==> src/rtl/cell_test_sequencer.sv <==
// cell_test_sequencer
//   Applies every input pattern to a bank of cells under test, waits for the
//   responses to settle, then compares each channel's synchronized response
//   with its expected truth table. Mismatches set sticky per-channel flags
//   and add to a saturating error counter; completed passes are counted too.
//
// Ports
//   wb_clk_i    sole clock, rising edge
//   wb_rst_ni   asynchronous active-low reset
//   start_i     start request, only honoured in IDLE
//   abort_i     stop request, returns to IDLE on the next edge
//   loop_i      1 = run passes back to back, 0 = single pass
//   exp_tt_i    expected truth tables, bit [ch*2**IN_W + p]
//   resp_i      asynchronous cell responses
//   stim_o      pattern broadcast to all cells
//   busy_o      high whenever the FSM is not IDLE
//   done_o      one-cycle pulse at the end of a completed run
//   fail_o      sticky per-channel mismatch flags
//   err_cnt_o   saturating total mismatch count
//   pass_cnt_o  saturating completed-pass count
//
// state   | meaning
// --------+-----------------------------------------------------------
// IDLE    | waiting for start; stim_o held at 0
// APPLY   | stim_o = pattern, settle down-counter running
// SAMPLE  | one cycle: compare responses, advance pattern
// DONE    | one cycle: done_o pulse, then back to IDLE

module cell_test_sequencer #(
    parameter int CHANNELS = 8,
    parameter int IN_W     = 3,
    parameter int SETTLE   = 4,
    parameter int CNT_W    = 16
) (
    input  logic                            wb_clk_i,
    input  logic                            wb_rst_ni,
    input  logic                            start_i,
    input  logic                            abort_i,
    input  logic                            loop_i,
    input  logic [CHANNELS*(2**IN_W)-1:0]   exp_tt_i,
    input  logic [CHANNELS-1:0]             resp_i,
    output logic [IN_W-1:0]                 stim_o,
    output logic                            busy_o,
    output logic                            done_o,
    output logic [CHANNELS-1:0]             fail_o,
    output logic [CNT_W-1:0]                err_cnt_o,
    output logic [CNT_W-1:0]                pass_cnt_o
);

    localparam int NPAT = 2**IN_W;
    localparam int SW   = $clog2(SETTLE);

    // APPLY lasts SETTLE cycles: load SETTLE-1 and leave when the counter hits 0.
    localparam logic [SW-1:0]    SETTLE_LD = SW'(SETTLE - 1);
    localparam logic [IN_W-1:0]  PAT_LAST  = IN_W'(NPAT - 1);
    localparam logic [CNT_W-1:0] CNT_MAX   = '1;

    typedef enum logic [1:0] {
        ST_IDLE,
        ST_APPLY,
        ST_SAMPLE,
        ST_DONE
    } state_t;

    state_t              state_q, state_d;
    logic [IN_W-1:0]     pat_q, pat_d;
    logic [SW-1:0]       settle_q, settle_d;
    logic [CHANNELS-1:0] fail_q, fail_d;
    logic [CNT_W-1:0]    err_q, err_d;
    logic [CNT_W-1:0]    pass_q, pass_d;
    logic [CHANNELS-1:0] resp_s1_q, resp_s2_q;
    logic [CHANNELS-1:0] exp_bits;
    logic [CHANNELS-1:0] mis;

    always_ff @(posedge wb_clk_i or negedge wb_rst_ni) begin
        if (!wb_rst_ni) begin
            resp_s1_q <= '0;
            resp_s2_q <= '0;
        end else begin
            resp_s1_q <= resp_i;
            resp_s2_q <= resp_s1_q;
        end
    end

    // Expected bit of every channel for the current pattern.
    always_comb begin
        logic [NPAT-1:0] row;
        row      = '0;
        exp_bits = '0;
        for (int ch = 0; ch < CHANNELS; ch++) begin
            row          = exp_tt_i[ch*NPAT +: NPAT];
            exp_bits[ch] = row[pat_q];
        end
    end

    assign mis = resp_s2_q ^ exp_bits;

    always_ff @(posedge wb_clk_i or negedge wb_rst_ni) begin
        if (!wb_rst_ni) begin
            state_q  <= ST_IDLE;
            pat_q    <= '0;
            settle_q <= '0;
            fail_q   <= '0;
            err_q    <= '0;
            pass_q   <= '0;
        end else begin
            state_q  <= state_d;
            pat_q    <= pat_d;
            settle_q <= settle_d;
            fail_q   <= fail_d;
            err_q    <= err_d;
            pass_q   <= pass_d;
        end
    end

    always_comb begin
        state_d  = state_q;
        pat_d    = pat_q;
        settle_d = settle_q;
        fail_d   = fail_q;
        err_d    = err_q;
        pass_d   = pass_q;

        case (state_q)
            ST_IDLE: begin
                if (start_i && !abort_i) begin
                    fail_d   = '0;
                    err_d    = '0;
                    pass_d   = '0;
                    pat_d    = '0;
                    settle_d = SETTLE_LD;
                    state_d  = ST_APPLY;
                end
            end

            ST_APPLY: begin
                if (abort_i) begin
                    state_d = ST_IDLE;
                end else if (settle_q == '0) begin
                    state_d = ST_SAMPLE;
                end else begin
                    settle_d = settle_q - SW'(1);
                end
            end

            ST_SAMPLE: begin
                // The sample is recorded even when abort arrives in this cycle.
                fail_d = fail_q | mis;
                // Saturating popcount add, one channel at a time.
                for (int ch = 0; ch < CHANNELS; ch++) begin
                    if (mis[ch] && (err_d != CNT_MAX)) begin
                        err_d = err_d + CNT_W'(1);
                    end
                end
                settle_d = SETTLE_LD;
                if (pat_q == PAT_LAST) begin
                    pat_d = '0;
                    if (pass_q != CNT_MAX) begin
                        pass_d = pass_q + CNT_W'(1);
                    end
                    state_d = loop_i ? ST_APPLY : ST_DONE;
                end else begin
                    pat_d   = pat_q + IN_W'(1);
                    state_d = ST_APPLY;
                end
                if (abort_i) begin
                    state_d = ST_IDLE;
                end
            end

            ST_DONE: begin
                state_d = ST_IDLE;
            end

            default: begin
                state_d = ST_IDLE;
            end
        endcase
    end

    assign stim_o     = (state_q == ST_IDLE) ? '0 : pat_q;
    assign busy_o     = (state_q != ST_IDLE);
    assign done_o     = (state_q == ST_DONE);
    assign fail_o     = fail_q;
    assign err_cnt_o  = err_q;
    assign pass_cnt_o = pass_q;

endmodule

==> config.mk <==
export PLATFORM = sky130hd
export DESIGN_NAME = cell_test_sequencer
export DESIGN_NICKNAME = d
export VERILOG_FILES = /design/src/rtl/cell_test_sequencer.sv
export SDC_FILE = /design/constraint.sdc
export NUM_CORES = 1
export LEC_CHECK = 0
export ABC_AREA = 1
export CORE_ASPECT_RATIO = 1.2
export CORE_UTILIZATION = 58
export DETAILED_ROUTE_END_ITERATION = 6
export HOLD_SLACK_MARGIN = 0.15
export PLACE_DENSITY = 0.83
export SYNTH_ARGS = -nofsm -noshare
export SYNTH_HDL_FRONTEND = slang
export SYNTH_SLANG_ARGS = --single-unit
==> constraint.sdc <==
create_clock -name wb_clk_i -period 13.7 [get_ports wb_clk_i]
set_input_delay 1.37 -clock wb_clk_i [delete_from_list [all_inputs] [get_ports wb_clk_i]]
set_output_delay 1.37 -clock wb_clk_i [all_outputs]
set_load 0.02 [all_outputs]
==> PnR_summary.wiki <==
{| class="wikitable"
! Metric !! Value
|-
| Run status || complete, no violations
|-
| Warnings, synthesis || 0
|-
| Fraction of registers with async set/reset || 100.0%
|-
| Top cell type's share of synthesized area || 26.69%
|-
| Top FF cell, synth || dfrtp_1
|-
| Setup total negative slack || 0 ns
|-
| Postcts setup bufs || 0
|-
| I/O pins || 122
|-
| Cell types with the highest counts after synthesis || 680 x nand2_1, 215 x nor2_1, 179 x nand3_1
|-
| Total half-perimeter wirelength after legalization and detailed placement || 24870 um
|-
| Std-Cell Core Area || 16140 sq um
|-
| Starting utilization of the core area || 59.23%
|-
| Fraction of the cycle the final worst path needs || 87.11%
|-
| TritonCTS clock tree || built
|-
| Number of buffers on the longest clock path || 2
|-
| Die W || 119.2 um
|-
| Max Cap Violations || 0
|-
| Top area cells in the synthesized netlist || nand2_1 27%, dfrtp_1 16%, nand3_1 9.4%, nor2_1 8.4%, inv_1 5.9%
|-
| Count of antenna diodes in the layout || 0
|-
| Site row count || 51
|-
| Maximum number of pins on one net before global-route repair || 64
|-
| Final Wtd Congestion || 1.014
|-
| Worst Path Arrival || 12.20 ns
|-
| Required time of the critical path || 13.97 ns
|-
| Mean cell area of the mapped netlist || 5.498 sq um
|-
| Setup clock skew after layout || 0.01111 ns
|-
| Share of cells above drive strength 1 || 11.00%
|-
| Total number of vias || 11610
|-
| Max Slew Vio Count || 0
|-
| Worst Setup Start Kind || primary input
|-
| Unrepaired setup endpoints after global routing || false
|-
| Die boundary height || 142.7 um
|-
| Crit-path max FO || 23
|-
| Synthesized netlist net count || 1828
|-
| Number of CTS-inserted buffers || 9
|-
| Detailed-route wire length || 31290 um
|-
| Cell at the root of the clock tree || clkbuf_16
|-
| Setup CP Type || primary input to flip-flop
|-
| Upper clock frequency limit || 0.08379 GHz
|-
| Vias per std cell || 5.646
|-
| Pre-antenna DRT Iters || 6
|-
| Global-route wire length before repair || 50330 um
|-
| Synthesized area || 9562 sq um
|-
| Number of unique standard cell types used by synthesis || 41
|-
| Post-synthesis cell count || 1739
|-
| Count of clock tree sinks || 63
|-
| Library cell with the highest instance count after synthesis || nand2_1
|-
| Buffers added on ports || 121
|-
| Combined global-route utilization of all metal layers || 36.80%
|-
| Number of fill cells in the layout || 1514
|-
| Overflow after GRT || 0
|-
| Maximum single-stage delay on the critical path || 0.49 ns
|-
| Worst hold-check path type || flip-flop to flip-flop
|-
| Part of the Yosys area used for sequential elements || 16.49%
|-
| Via count of the first global-routing pass || 10520
|-
| Most repeated library cell on the critical path || nand2_2
|-
| Clock-pin slew of the registers on the worst-case setup and hold paths || 0.05 ns
|-
| Layout net count || 1930
|-
| Residual antenna-violating net count after detailed routing || 0
|-
| Fin crit period || 11.93 ns
|-
| Hold_ws || 0.3465 ns
|-
| Tightest Pin Transition || 1.193 ns
|-
| Number of hold violations in the final report || 0
|-
| Hold buffer count at CTS || 0
|-
| Slowest cell on crit path || clkdlybuf4s50_1
|-
| Slew margin rel. || 20.11%
|-
| Layout-stage area growth over the synthesis result || 16.71%
|-
| Remaining DRCs || 0
|-
| Post-synth EDFFs || 0
|-
| Flip-flop and latch count after synthesis || 63
|-
| Clock network latency to the later pin of the worst-skew pair || 0.34 ns
|-
| Iter 0 DRT Violations || 881
|-
| Routed wire per std cell || 15.21 um
|-
| Kind of end point of the critical path || flip-flop
|-
| # resized after CTS || 0
|-
| Initial antenna violation count || 0
|-
| Cell type with the largest total area after synthesis || nand2_1
|-
| Setup-violating endpoint count in the final report || 0
|-
| Die Outline Area || 17010 sq um
|-
| H-tree depth || 3
|}
-- flip-flops by register name (all words and copies together) (netlist names) --
signal and count:
err_cnt_o 16, fail_o 8, pass_cnt_o 16, pat_q 3, resp_s1_q 8, resp_s2_q 8, settle_q 2, state_q 2
-- final timing paths --
kind | cells after the start | endpoint | slack [ns] | start
min in group asynchronous | 2 | settle_q[1] | 1.20 | wb_rst_ni
hold / removal | 0 | resp_s2_q[7] | 0.35 | resp_s1_q[7]
setup reg to reg | 73 | err_cnt_o[4] | 2.19 | pat_q[0]
hold reg to reg | 0 | resp_s2_q[7] | 0.35 | resp_s1_q[7]
setup / recovery | 72 | err_cnt_o[4] | 1.77 | exp_tt_i[7]
max in group asynchronous | 2 | fail_o[1] | 11.94 | wb_rst_ni
-- placed cells by master (no fill, tap or decap), types with 4 or more instances in the layout --
master,instances
nor3_1,18
nand2_4,15
nor2_1,215
nor2_4,11
nor2_2,29
o221ai_1,4
nand4_1,52
inv_2,17
nand3b_1,13
clkdlybuf4s50_1,120
a221oi_1,5
nand3_1,179
o21ai_0,55
a21oi_1,24
clkbuf_16,9
ha_1,12
nand2_2,80
buf_4,5
inv_1,150
xor2_1,30
nand3_2,17
o22ai_1,6
nand2_1,680
dfrtp_1,63
nand3_4,4
-- worst max-delay path: cells and delay by family --
kind / cells / cell delay (ns)
adders and majority gates: 7 / 1.61
buffers and inverters: 8 / 1.15
and+or+nand+nor: 57 / 8.01
-- stage by stage --
step	setup slack [ns]	area, sq um	util, %	instances
finish	1.766	11160	69.12	2057
CTS	1.943	11160	69.12	2057
floorplan	3.602	9562	-	1739
global route	0.7490	11160	69.12	2057
detailed placement	1.635	10820	67.05	2042
global placement	1.917	10820	67.05	2042
-- logic make-up after synthesis --
| logic type | count (synthesis) | synth area share [%] |
|---|---|---|
| buf+inv | 203 | 9.251 |
| xor+xnor | 33 | 3.023 |
| flops | 63 | 16.49 |
| compound gates | 107 | 6.347 |
| fa+ha+maj | 12 | 1.570 |
| simple gates | 1321 | 63.32 |
-- cell type report --
type	instances	area (sq um)	share of cell area (%)
tap	212	265.3	2.377
timing repair buffer	126	1244	11.14
sequential	63	1577	14.13
multi-input combinational	1473	7108	63.70
inverter	168	630.6	5.651
clock buffer	9	225.2	2.018
clock inverter	6	110.1	0.9867
-- routing by layer --
layer  up-vias  track usage [%]  part of all wire (%)  wire length, um
met5         -                0                     0                0
li1       5757                -                     -                -
met1      5201            43.39                    40            12460
met4         0            20.92                   4.9             1522
met3       114            3.514                   5.8             1824
met2       542            65.24                    49            15490
Power is left out: the tool's default activity adds up to more than one toggle a clock period on the data nets, which glitch-free logic cannot reach.
